--- config.mk ---
export PLATFORM = sky130hd
export DESIGN_NAME = uart_tx_serializer
export DESIGN_NICKNAME = d
export VERILOG_FILES = /design/src/rtl/uart_pkg.sv /design/src/rtl/uart_tx_hold_reg.sv /design/src/rtl/uart_tx_serializer.sv
export SDC_FILE = /design/constraint.sdc
export NUM_CORES = 1
export LEC_CHECK = 0
export CAP_MARGIN = 5
export CORE_MARGIN = 2
export CORE_UTILIZATION = 57
export CTS_CLUSTER_SIZE = 20
export DETAILED_ROUTE_END_ITERATION = 10
export HOLD_SLACK_MARGIN = 0.03
export PLACE_DENSITY_LB_ADDON = 0.3
export SETUP_SLACK_MARGIN = 0.2
export SYNTH_ARGS = -nofsm -noshare
export SYNTH_HDL_FRONTEND = slang
export SYNTH_SLANG_ARGS = --single-unit
--- constraint.sdc ---
create_clock -name clk_i -period 4.1 [get_ports clk_i]
set_input_delay 0.41 -clock clk_i [delete_from_list [all_inputs] [get_ports clk_i]]
set_output_delay 0.41 -clock clk_i [all_outputs]
set_load 0.02 [all_outputs]
--- src/rtl/uart_pkg.sv ---
// Shared types and constants for the UART transmit path.
//   tx_state_e         : serializer FSM state encoding
//   PARITY_MODE_EVEN/ODD : value XORed onto the data parity to form the parity bit
package uart_pkg;

   typedef enum logic [2:0] {
      ST_IDLE   = 3'd0,
      ST_START  = 3'd1,
      ST_DATA   = 3'd2,
      ST_PARITY = 3'd3,
      ST_STOP   = 3'd4
   } tx_state_e;

   localparam logic PARITY_MODE_EVEN = 1'b0;
   localparam logic PARITY_MODE_ODD  = 1'b1;

endpackage

--- src/rtl/uart_tx_hold_reg.sv ---
// Single-entry holding register in front of the serializer.
//   clk_i, rst_i : clock, async active-high reset
//   load_i       : write strobe, honoured only while empty
//   clear_i      : serializer has taken the held word
//   data_i       : word to hold
//   data_o       : held word
//   valid_o      : register holds a word not yet taken
module uart_tx_hold_reg #(
   parameter int DATA_W = 8
) (
   input  logic              clk_i,
   input  logic              rst_i,
   input  logic              load_i,
   input  logic              clear_i,
   input  logic [DATA_W-1:0] data_i,
   output logic [DATA_W-1:0] data_o,
   output logic              valid_o
);

   logic [DATA_W-1:0] data_q;
   logic              valid_q;

   // clear_i only fires while valid_q=1 and a load only lands while
   // valid_q=0, so the two never compete for the same edge.
   always_ff @(posedge clk_i or posedge rst_i) begin
      if (rst_i) begin
         data_q  <= '0;
         valid_q <= 1'b0;
      end else if (clear_i) begin
         valid_q <= 1'b0;
      end else if (load_i && !valid_q) begin
         data_q  <= data_i;
         valid_q <= 1'b1;
      end
   end

   assign data_o  = data_q;
   assign valid_o = valid_q;

endmodule

--- src/rtl/uart_tx_serializer.sv ---
// UART transmit serializer: holding register + frame FSM, LSB first,
// optional parity, one or two stop bits. All bit timing from baud_tick_i.
//   clk_i, rst_i : clock, async active-high reset
//   baud_tick_i  : one-cycle strobe per bit period
//   load_i       : write strobe, accepted when ready_o=1
//   data_i       : word to send
//   ready_o      : holding register empty
//   tx_o         : registered serial line, idle high
//   busy_o       : frame in progress
//   done_o       : one-cycle pulse, registered off the final stop-bit tick
//
// state     | meaning
// ST_IDLE   | line high, waiting for a tick with a held word
// ST_START  | start bit (0) on the line
// ST_DATA   | data bits, bit_cnt_q = bits still to follow the current one
// ST_PARITY | parity bit on the line
// ST_STOP   | stop bit(s), stop_cnt_q = stop periods still to follow
module uart_tx_serializer
   import uart_pkg::*;
#(
   parameter int DATA_W     = 8,
   parameter int PARITY_EN  = 0,
   parameter int PARITY_ODD = 0,
   parameter int STOP_BITS  = 1
) (
   input  logic              clk_i,
   input  logic              rst_i,
   input  logic              baud_tick_i,
   input  logic              load_i,
   input  logic [DATA_W-1:0] data_i,
   output logic              ready_o,
   output logic              tx_o,
   output logic              busy_o,
   output logic              done_o
);

   localparam int   CNT_W   = $clog2(DATA_W + 1);
   localparam logic PAR_INV = (PARITY_ODD != 0) ? PARITY_MODE_ODD : PARITY_MODE_EVEN;
   localparam logic STOP_LD = (STOP_BITS == 2) ? 1'b1 : 1'b0;

   tx_state_e         state_q;
   logic              tx_q;
   logic              done_q;
   logic [DATA_W-1:0] shift_q;
   logic [CNT_W-1:0]  bit_cnt_q;
   logic              stop_cnt_q;
   logic              parity_q;

   logic [DATA_W-1:0] hold_data;
   logic              hold_valid;
   logic              xfer;

   // Word leaves the holding register on an IDLE tick or the final stop tick.
   assign xfer = baud_tick_i && hold_valid &&
                 ((state_q == ST_IDLE) || ((state_q == ST_STOP) && !stop_cnt_q));

   uart_tx_hold_reg #(.DATA_W(DATA_W)) u_hold (
      .clk_i   (clk_i),
      .rst_i   (rst_i),
      .load_i  (load_i),
      .clear_i (xfer),
      .data_i  (data_i),
      .data_o  (hold_data),
      .valid_o (hold_valid)
   );

   always_ff @(posedge clk_i or posedge rst_i) begin
      if (rst_i) begin
         state_q    <= ST_IDLE;
         tx_q       <= 1'b1;
         done_q     <= 1'b0;
         shift_q    <= '0;
         bit_cnt_q  <= '0;
         stop_cnt_q <= 1'b0;
         parity_q   <= 1'b0;
      end else begin
         done_q <= 1'b0;
         if (baud_tick_i) begin
            case (state_q)
               ST_IDLE: begin
                  if (hold_valid) begin
                     state_q  <= ST_START;
                     tx_q     <= 1'b0;
                     shift_q  <= hold_data;
                     parity_q <= (^hold_data) ^ PAR_INV;
                  end
               end
               ST_START: begin
                  state_q   <= ST_DATA;
                  tx_q      <= shift_q[0];
                  shift_q   <= shift_q >> 1;
                  bit_cnt_q <= CNT_W'(DATA_W - 1);
               end
               ST_DATA: begin
                  if (bit_cnt_q != '0) begin
                     tx_q      <= shift_q[0];
                     shift_q   <= shift_q >> 1;
                     bit_cnt_q <= bit_cnt_q - CNT_W'(1);
                  end else if (PARITY_EN != 0) begin
                     state_q <= ST_PARITY;
                     tx_q    <= parity_q;
                  end else begin
                     state_q    <= ST_STOP;
                     tx_q       <= 1'b1;
                     stop_cnt_q <= STOP_LD;
                  end
               end
               ST_PARITY: begin
                  state_q    <= ST_STOP;
                  tx_q       <= 1'b1;
                  stop_cnt_q <= STOP_LD;
               end
               ST_STOP: begin
                  if (stop_cnt_q) begin
                     stop_cnt_q <= 1'b0;
                  end else begin
                     done_q <= 1'b1;
                     // Back-to-back: next start bit follows the last stop bit directly.
                     if (hold_valid) begin
                        state_q  <= ST_START;
                        tx_q     <= 1'b0;
                        shift_q  <= hold_data;
                        parity_q <= (^hold_data) ^ PAR_INV;
                     end else begin
                        state_q <= ST_IDLE;
                        tx_q    <= 1'b1;
                     end
                  end
               end
               default: begin
                  state_q <= ST_IDLE;
                  tx_q    <= 1'b1;
               end
            endcase
         end
      end
   end

   assign ready_o = !hold_valid;
   assign tx_o    = tx_q;
   assign busy_o  = (state_q != ST_IDLE);
   assign done_o  = done_q;

endmodule

==> run_results.csv, run 1 <==
group,metric,value,unit
finish,antenna_cells,0,
timing,relSlewSlack,36.0,%
floorplan,dieArea,2590,um2
timing,min_period,2.31,ns
global_route,grt_max_degree,27,
clocking,clk_pin_slew,0.14,ns
yosys,synth_area_per_cell,11.8,um2
power_and_ir_drop,irDropWorstVdd,0.000470,V
placement,place_congestion,0.825,
global_route,grt_pass1_vias,862,
clocking,hold_buffers,0,
routing,viasPerCell,5.64,
yosys,ys_ff_latch,26,
floorplan,num_io_pins,16,
yosys,syn_nets,119,
routing,drtIter0Drc,11,
yosys,synthDistinctLibCells,29,
clocking,cts_max_level,1,
critical_path,reg2reg_from,"bit_cnt_q[0]",
yosys,postSynthCellCount,106,
timing,setup_viol,0,
timing,drv_slew,0,
worst_hold_path,hold_path.class,"flip-flop to flip-flop",
global_route,antenna_found_initial,0,
power_and_ir_drop,cellLeakagePower,0.000630,uW
yosys,synth_top_area_cell,"dfrtp_1",
power_and_ir_drop,switching_power,428,uW
global_route,grt_pass1_wl,3.93,mm
finish,postLayoutCellArea,1470,um2
yosys,netlist_area,1250,um2
floorplan,die_x,50.9,um
global_route,track_usage,20.9,%
power_and_ir_drop,power.density,827,nW/um2
global_route,overflow,0,
clocking,clkLatencyLatePin,0.33,ns
floorplan,initial_core_util,62.1,%
critical_path,regToRegEndpoint,"shift_q[6]",
routing,dr_total_vias,834,
critical_path,startpoint_type,"flip-flop",
routing,drc,0,
power_and_ir_drop,p_int,786,uW
job,drv_cap,0,
yosys,ys_seq_area_share,51.9,%
finish,drive_above_1_share,28.9,%
yosys,yosys_warnings,0,
critical_path,rr_worst_depth,6,
yosys,synth_area_leaders,"dfrtp_1 (50%), mux2_2 (20%), dfstp_2 (2.1%)",
floorplan,core-area,2020,um2
critical_path,r2r_setup_slack,2.07,ns
clocking,cts.sinks,26,
critical_path,crit_path_end_kind,"output port",
timing,tightest_slew,0.959,ns
floorplan,row_count,16,
critical_path,cp_max_fo,9,
yosys,yosys.area.top_type_share,49.9,%
clocking,cts_root_buffer,"clkbuf_4",
timing,skew,0.00418,ns
finish,synthToLayoutAreaGrowth,17.0,%
critical_path,worstSetupStartpoint,"state_q[2]",
critical_path,crit_type,"flip-flop to output port",
clocking,cts_tree,"yes",
clocking,post_cts_resized,0,
critical_path,crit_arrival,1.90,ns
finish,nets,135,
critical_path,crit_end,"busy_o",
timing,rsz0062_at_grt,"false",
run_status,status,"completed",
power_and_ir_drop,pwr-share-comb,45.8,%
floorplan,die_h,50.9,um
critical_path,worstPathRequired,3.69,ns
clocking,cts_buffer_depth,2,
timing,fin_tns_setup,0,ns
timing,clock.fmax,0.432,GHz
clocking,numCtsBuffers,3,
power_and_ir_drop,power_frac_seq,39.5,%
routing,wl,2.30,mm
power_and_ir_drop,netSwitchingFraction,35.3,%
timing,fin_crit_sh,56.4,%
placement,io_buffers,15,
power_and_ir_drop,power_frac_clock,14.7,%
routing,wl_per_cell,15.5,um
placement,postPlaceCellArea,1420,um2
routing,dr.pass1.iters,4,
clocking,cts_setup_buffers,0,
routing,antenna_left,0,
timing,finalHoldViolations,0,
placement,dp_hpwl,1.64,mm
critical path, cell delays in order, from the launching register on:
cell             delay, ns
dfrtp_1               0.51
or3_2                 0.52
clkdlybuf4s50_1       0.55
registers in the layout, summed over array words and instances, names as in the netlist:
name	flops
shift_q	8
state_q	3
tx_o	1
bit_cnt_q	4
done_o	1
u_hold.data_o	8
u_hold.valid_o	1
synth_stat cells:
cell,count
nor2b_1,1
nor2_4,1
inv_1,6
or3_2,1
nor2_1,5
a21oi_1,3
mux2_2,22
nand3_1,1
xnor2_1,1
a31o_2,1
and3_1,3
nand2b_1,4
o22ai_1,1
clkbuf_1,3
buf_6,1
nand2_1,7
nor3b_2,2
o21ai_0,5
nor3_1,2
and4bb_2,1
nor2_2,1
a31oi_1,3
a211oi_4,1
dfrtp_1,25
o31ai_1,1
o21bai_1,1
a22oi_1,1
ha_1,1
dfstp_2,1
cell type report:
cell class              instances  area (um2)
well taps                      27        33.8
clock inverters                 1        30.0
multi-input cells              70         558
repair buffers                 15         150
inverters                       6        22.5
clock buffers                   3        22.5
flip-flops and latches         26         652
fillers                       132         553
cell usage in the layout (no fill, tap or decap):
| master | synthesis | routed |
|---|---|---|
| inv_1 | 6 | 6 |
| o31ai_1 | 1 | 1 |
| nor2b_1 | 1 | 1 |
| clkdlybuf4s50_1 | 0 | 15 |
| o21bai_1 | 1 | 1 |
| ha_1 | 1 | 1 |
| nand3_1 | 1 | 1 |
| and4bb_2 | 1 | 1 |
| a211oi_4 | 1 | 1 |
| o21ai_0 | 5 | 5 |
| or3_2 | 1 | 1 |
| nor3b_2 | 2 | 2 |
| xnor2_1 | 1 | 1 |
| nand2b_1 | 4 | 4 |
| nand2_1 | 7 | 7 |
| nor2_1 | 5 | 5 |
| nor2_2 | 1 | 1 |
| dfstp_2 | 1 | 1 |
| nor3_1 | 2 | 2 |
| a31o_2 | 1 | 1 |
| o22ai_1 | 1 | 1 |
| nor2_4 | 1 | 1 |
| and3_1 | 3 | 3 |
| a31oi_1 | 3 | 3 |
| bufinv_16 | 0 | 1 |
| a22oi_1 | 1 | 1 |
| clkbuf_4 | 0 | 3 |
| mux2_2 | 22 | 22 |
| a21oi_1 | 3 | 3 |
| dfrtp_1 | 25 | 25 |
layer usage:
| metal | track usage (%) | part of all wire (%) | up-vias |
|---|---|---|---|
| met5 | 0 | 0 | - |
| met4 | 12.2 | 1.9 | 0 |
| met1 | 25.7 | 46 | 412 |
| met2 | 35.3 | 50 | 14 |
| met3 | 2.63 | 2.9 | 4 |
| li1 | - | - | 404 |
logic make-up after synthesis:
group	after synthesis	synth area share, %
AND/OR/NAND/NOR	29	13.8
multiplexers	22	19.7
flip-flops	26	51.9
XOR/XNOR	1	0.698
buffers and inverters	10	3.59
adder cells (fa/ha/maj)	1	0.997
AO/OA/AOI/OAI	17	9.27
metrics by stage:
| step | hold WS, ns | setup WS [ns] | total power (uW) | std cells | utilization [%] |
|---|---|---|---|---|---|
| global placement | 0.484 | 1.99 | 1000 | 144 | 70.0 |
| floorplan | 0.446 | 2.32 | 909 | 106 | - |
| CTS | 0.528 | 1.78 | 1220 | 148 | 72.6 |
| global route | 0.556 | 1.73 | 1300 | 148 | 72.6 |
| finish | 0.522 | 1.79 | 1210 | 148 | 72.6 |
| detailed placement | 0.495 | 1.93 | 1040 | 144 | 70.0 |
worst min path at each step:
stage	end	startpoint	cells after the start	slack (ns)
3_3_place_gp	shift_q[1]	shift_q[1]	1	0.48
2_1_floorplan	bit_cnt_q[0]	rst_i	1	0.45
5_1_grt	shift_q[5]	shift_q[5]	1	0.56
3_5_place_dp	u_hold.data_o[0]	u_hold.data_o[0]	1	0.49
4_1_cts	u_hold.data_o[0]	u_hold.data_o[0]	1	0.53
6_report	u_hold.data_o[0]	u_hold.data_o[0]	1	0.52
power by group through the flow:
stage / logic (uW) / clock network [uW] / registers, uW
3_3_place_gp: 529 / 0 / 474
6_report: 556 / 179 / 480
3_5_place_dp: 559 / 0 / 481
5_1_grt: 611 / 190 / 497
2_1_floorplan: 463 / 0 / 446
4_1_cts: 562 / 183 / 476
No activity file was read; power rests on OpenSTA's default activity.
==> run 2: changes to the inputs <==
--- a/config.mk
+++ b/config.mk
@@ -7,7 +7,7 @@
 export LEC_CHECK = 0
 export CAP_MARGIN = 5
 export CORE_MARGIN = 2
-export CORE_UTILIZATION = 57
+export CORE_UTILIZATION = 48
 export CTS_CLUSTER_SIZE = 20
 export DETAILED_ROUTE_END_ITERATION = 10
 export HOLD_SLACK_MARGIN = 0.03
==> constraint.sdc (replaced) <==
create_clock -name clk_i -period 2 [get_ports clk_i]
set_input_delay 0.2 -clock clk_i [delete_from_list [all_inputs] [get_ports clk_i]]
set_output_delay 0.2 -clock clk_i [all_outputs]
set_load 0.02 [all_outputs]
==> run 2 against run 1 <==
Effect of this change: via count increased by 8.6%; utilization decreased by 9.3 points; highest routed layer unchanged; routed wire length decreased by 1.3%; sequential cell count unchanged; critical path type is now flip-flop to flip-flop; global-route usage decreased by 4.0 points; clock power increased by 48%; clock skew decreased by 0.0014 ns; count of clock-buffer cells in the layout increased by 1; final cell count increased by 11%; die area increased by 17%; non-clock buffer count increased by 13; total power increased by 110%.
==> run_results.csv, run 2 (same netlist as run 1, synthesis figures left out) <==
group,metric,value,unit
run_status,status,"completed",
timing,relSlewSlack,78.9,%
routing,wl_per_cell,13.8,um
critical_path,worstPathRequired,2.22,ns
clocking,cts_max_level,1,
timing,skew,0.00274,ns
routing,wl,2.27,mm
finish,drive_above_1_share,39.6,%
floorplan,core-area,2480,um2
timing,fin_hold_ws,0.216,ns
critical_path,startpoint_type,"flip-flop",
finish,fillers,206,
clocking,clk_pin_slew,0.14,ns
worst_hold_path,hold_path.class,"input port to async pin",
timing,finalHoldViolations,0,
power_and_ir_drop,switching_power,891,uW
clocking,cts_buffer_depth,2,
timing,drv_slew,0,
timing,fin_tns_setup,0,ns
floorplan,row_count,18,
timing,rsz0062_at_grt,"true",
finish,nets,148,
timing,fin_crit_sh,86.8,%
placement,io_buffers,15,
routing,drc,0,
power_and_ir_drop,p_total,2560,uW
global_route,grt_pass1_vias,862,
critical_path,crit_path_end_kind,"flip-flop",
critical_path,crit_arrival,1.95,ns
critical_path,cp_max_fo,7,
routing,viasPerCell,5.52,
clocking,cts_tree,"yes",
global_route,antenna_found_initial,0,
power_and_ir_drop,power.density,1630,nW/um2
routing,dr.pass1.iters,4,
clocking,clkLatencyLatePin,0.32,ns
timing,setup_viol,0,
floorplan,die_h,55.1,um
timing,clock.fmax,0.576,GHz
power_and_ir_drop,pwr-share-comb,52.5,%
job,drv_cap,0,
floorplan,num_io_pins,16,
power_and_ir_drop,irDropWorstVdd,0.000927,V
power_and_ir_drop,netSwitchingFraction,34.8,%
global_route,track_usage,16.9,%
timing,tightest_slew,0.315,ns
routing,dr_total_vias,906,
power_and_ir_drop,power_frac_clock,10.3,%
floorplan,die_x,55.1,um
global_route,grt_pass1_wl,3.68,mm
power_and_ir_drop,cellLeakagePower,0.000683,uW
critical_path,crit_type,"flip-flop to flip-flop",
clocking,cts_root_buffer,"clkbuf_4",
power_and_ir_drop,power_frac_seq,37.2,%
global_route,overflow,0,
finish,final_cell_mix,"dfrtp_1 (23), mux2_2 (22), clkdlybuf4s50_1 (14), buf_4 (13), nand2_1 (7)",
routing,drtIter0Drc,14,
floorplan,dieArea,3040,um2
timing,min_period,1.74,ns
clocking,numCtsBuffers,3,
global_route,grt_max_degree,27,
finish,synthToLayoutAreaGrowth,25.1,%
finish,layout_commonest_cell,"dfrtp_1",
finish,antenna_cells,0,
clocking,cts.sinks,26,
power_and_ir_drop,p_int,1670,uW
placement,dp_hpwl,1.62,mm
floorplan,initial_core_util,50.7,%
routing,antenna_left,0,
placement,place_congestion,0.837,
[run 2: power groups by stage]
| stage | logic [uW] | registers (uW) | clock network, uW |
|---|---|---|---|
| 2_1_floorplan | 949 | 913 | 0 |
| 3_3_place_gp | 1200 | 961 | 0 |
| 3_5_place_dp | 1240 | 971 | 0 |
| 4_1_cts | 1290 | 949 | 270 |
| 5_1_grt | 1480 | 987 | 288 |
| 6_report | 1350 | 952 | 265 |
[run 2: timing repair]
item	CTS	global route
setup endpoints to repair	8	9
buffers inserted	3	2
hold buffers	0	0
pin swaps	2	2
gates resized for setup	3	6
[run 2: critical path, cell delays in order, from the launching register on]
cell and delay [ns]:
dfrtp_1 0.42, inv_1 0.10, ha_4 0.14, nor3b_4 0.25, a211oi_4 0.12, nor2_4 0.23, mux2_2 0.37
[run 2: routing by layer]
layer  track usage, %  routed length [um]  vias to the layer above
li1                 -                   -                      427
met1             21.3                 989                      452
met2             28.4                1170                       23
met3             2.69                  77                        4
met4             7.72                  29                        0
met5                0                   0                        -
[run 2: worst paths after layout]
kind                              start          endpoint  slack (ns)  depth (start not counted)
min in group clk_i               load_i    u_hold.valid_o        0.44                          3
setup / recovery           bit_cnt_q[1]        shift_q[3]        0.26                          6
max in group asynchronous         rst_i              tx_o        1.49                          3
hold reg to reg              shift_q[2]        shift_q[2]        0.52                          1
setup reg to reg           bit_cnt_q[1]        shift_q[3]        0.26                          6
hold / removal                    rst_i  u_hold.data_o[1]        0.22                          3
[run 2: per-stage QoR]
step / utilization (%) / cell area [um2] / setup slack [ns] / std cells
6_report: 63.4 / 1570 / 0.264 / 164
5_1_grt: 63.4 / 1570 / 0.200 / 164
4_1_cts: 62.4 / 1550 / 0.201 / 162
3_5_place_dp: 59.7 / 1480 / 0.121 / 155
3_3_place_gp: 59.7 / 1480 / 0.212 / 155
2_1_floorplan: - / 1250 / 0.217 / 106
[run 2: final cells by class]
| cell class | instances | area [um2] | area share, % |
|---|---|---|---|
| Inverter | 6 | 22.5 | 1.43 |
| Timing Repair Buffer | 28 | 243 | 15.5 |
| Tap cell | 30 | 37.5 | 2.39 |
| Clock buffer | 4 | 36.3 | 2.31 |
| Multi-Input combinational cell | 70 | 577 | 36.7 |
| Sequential cell | 26 | 654 | 41.7 |
==> run 3: changes to the inputs <==
--- a/config.mk
+++ b/config.mk
@@ -11,7 +11,7 @@
 export CTS_CLUSTER_SIZE = 20
 export DETAILED_ROUTE_END_ITERATION = 10
 export HOLD_SLACK_MARGIN = 0.03
-export PLACE_DENSITY_LB_ADDON = 0.3
+export PLACE_DENSITY = 0.73
 export SETUP_SLACK_MARGIN = 0.2
 export SYNTH_ARGS = -nofsm -noshare
 export SYNTH_HDL_FRONTEND = slang
==> run 3 against run 2 <==
Effect of this change: utilization is 2.7 points higher; via count is 4.0% lower; total power is 12% higher; worst setup slack worse by 0.0036 ns; combinational power is 12% higher; critical path type unchanged; largest cell class unchanged.
==> run_results.csv, run 3 (same netlist as run 1, synthesis figures left out) <==
group,metric,value,unit
worst_hold_path,hold_path.class,"input port to async pin",
placement,dp_hpwl,1.58,mm
global_route,grt_pass1_wl,3.64,mm
critical_path,regToRegEndpoint,"shift_q[0]",
global_route,grt_max_degree,18,
finish,drive_above_1_share,40.2,%
critical_path,r2r_setup_slack,0.26,ns
floorplan,die_h,55.1,um
finish,antenna_cells,0,
placement,place_congestion,0.799,
clocking,numCtsBuffers,3,
routing,antenna_left,0,
timing,drv_slew,0,
finish,synthToLayoutAreaGrowth,30.5,%
global_route,grt_pass1_vias,819,
finish,multi_input_area,617,um2
critical_path,crit_buf_inv,1,
critical_path,crit_chain,"buf_12, xnor2_4, nor2_4, mux2_2, mux2_4",
routing,wl,2.39,mm
timing,min_period,1.74,ns
clocking,cts_max_level,1,
routing,wl_per_cell,14.8,um
timing,setup_viol,0,
timing,finalHoldViolations,0,
finish,postLayoutCellArea,1640,um2
clocking,cts_root_buffer,"clkbuf_4",
floorplan,initial_core_util,50.7,%
timing,fin_crit_sh,87.0,%
finish,layout_commonest_cell,"dfrtp_1",
critical_path,worstPathRequired,2.22,ns
timing,relSlewSlack,72.3,%
critical_path,crit_type,"flip-flop to flip-flop",
floorplan,num_io_pins,16,
timing,skew,0.00536,ns
timing,fin_tns_setup,0,ns
routing,drtIter0Drc,26,
clocking,cts.sinks,26,
global_route,track_usage,17.0,%
clocking,cts_tree,"yes",
finish,final_cell_mix,"dfrtp_1 (22), mux2_2 (15), clkdlybuf4s50_1 (14), buf_4 (9)",
global_route,antenna_found_initial,0,
run_status,status,"completed",
routing,dr_total_vias,870,
finish,fin_util,66.1,%
floorplan,dieArea,3040,um2
floorplan,core-area,2480,um2
clocking,clk_pin_slew,0.15,ns
critical_path,crit_arrival,1.96,ns
finish,nets,146,
power_and_ir_drop,irDropWorstVdd,0.000988,V
routing,dr.pass1.iters,4,
clocking,clkLatencyLatePin,0.32,ns
critical_path,rr_worst_depth,5,
floorplan,row_count,18,
critical_path,startpoint_type,"flip-flop",
routing,viasPerCell,5.37,
critical_path,critPathMaxStageDelay,0.48,ns
placement,io_buffers,15,
finish,seqCellArea,656,um2
finish,fillers,193,
critical_path,reg2reg_from,"state_q[1]",
critical_path,cp_max_fo,8,
timing,tightest_slew,0.413,ns
routing,drc,0,
critical_path,crit_family,"multiplexers",
clocking,hold_buffers,0,
job,drv_cap,0,
timing,rsz0062_at_grt,"false",
clocking,cts_buffer_depth,2,
power_and_ir_drop,cellLeakagePower,0.000726,uW
critical_path,crit_path_end_kind,"flip-flop",
placement,postPlaceCellArea,1460,um2
power_and_ir_drop,power.density,1740,nW/um2
floorplan,die_x,55.1,um
critical_path,crit_slowest_cell,"dfrtp_2",
global_route,overflow,0,
timing,clock.fmax,0.575,GHz
run 3: area by class of cell:
type	instances	share of cell area, %
clock buffers	3	1.38
multi-input cells	70	37.7
inverters	6	1.38
clock inverters	1	1.83
flip-flops and latches	26	40.0
repair buffers	26	15.4
well taps	30	2.29
run 3: report_power, final:
part,total (uW),internal [uW],switching [uW],leakage [uW]
registers,985,787,198,0.000305
logic,1510,896,614,0.000393
clock network,362,202,160,0.0000279
total,2860,1890,971,0.000726
run 3: worst reg2reg max path, delay by kind of cell, from the launching register on:
kind	cells	cell delay, ns
xor gates and xnor gates	1	0.16
buffers and inverters	1	0.14
DFF	1	0.48
muxes	2	0.64
and+or+nand+nor	1	0.23
run 3: worst max-delay path by stage:
stage,from,end,cells after the start,slack [ns]
after detailed placement,bit_cnt_q[0],shift_q[1],6,0.14
after CTS,state_q[1],busy_o,2,0.20
after global placement,bit_cnt_q[0],shift_q[3],6,0.19
after global routing,state_q[1],shift_q[0],5,0.19
after floorplan,bit_cnt_q[0],shift_q[0],6,0.22
final,state_q[1],shift_q[0],5,0.26
run 3: layer usage:
layer | vias up | part of all wire, % | global-route usage, %
li1 | 420 | - | -
met1 | 432 | 45 | 23.8
met2 | 16 | 50 | 26.4
met3 | 2 | 3.2 | 2.42
met4 | 0 | 1.2 | 7.32
met5 | - | 0 | 0
run 3: stage by stage:
stage / worst slack (ns) / hold slack, ns / cells / total power [uW]
after floorplan: 0.217 / 0.239 / 106 / 1860
after global placement: 0.187 / 0.481 / 152 / 2080
after detailed placement: 0.138 / 0.492 / 152 / 2140
after CTS: 0.196 / 0.136 / 158 / 2520
after global routing: 0.189 / 0.151 / 162 / 3050
final: 0.260 / 0.125 / 162 / 2860
run 3: timing repair:
| action | 4_1_cts | 5_1_grt |
|---|---|---|
| buffers inserted | 2 | 4 |
| gates resized for setup | 4 | 15 |
| pin swaps | 1 | 2 |
| setup endpoints to repair | 8 | 10 |
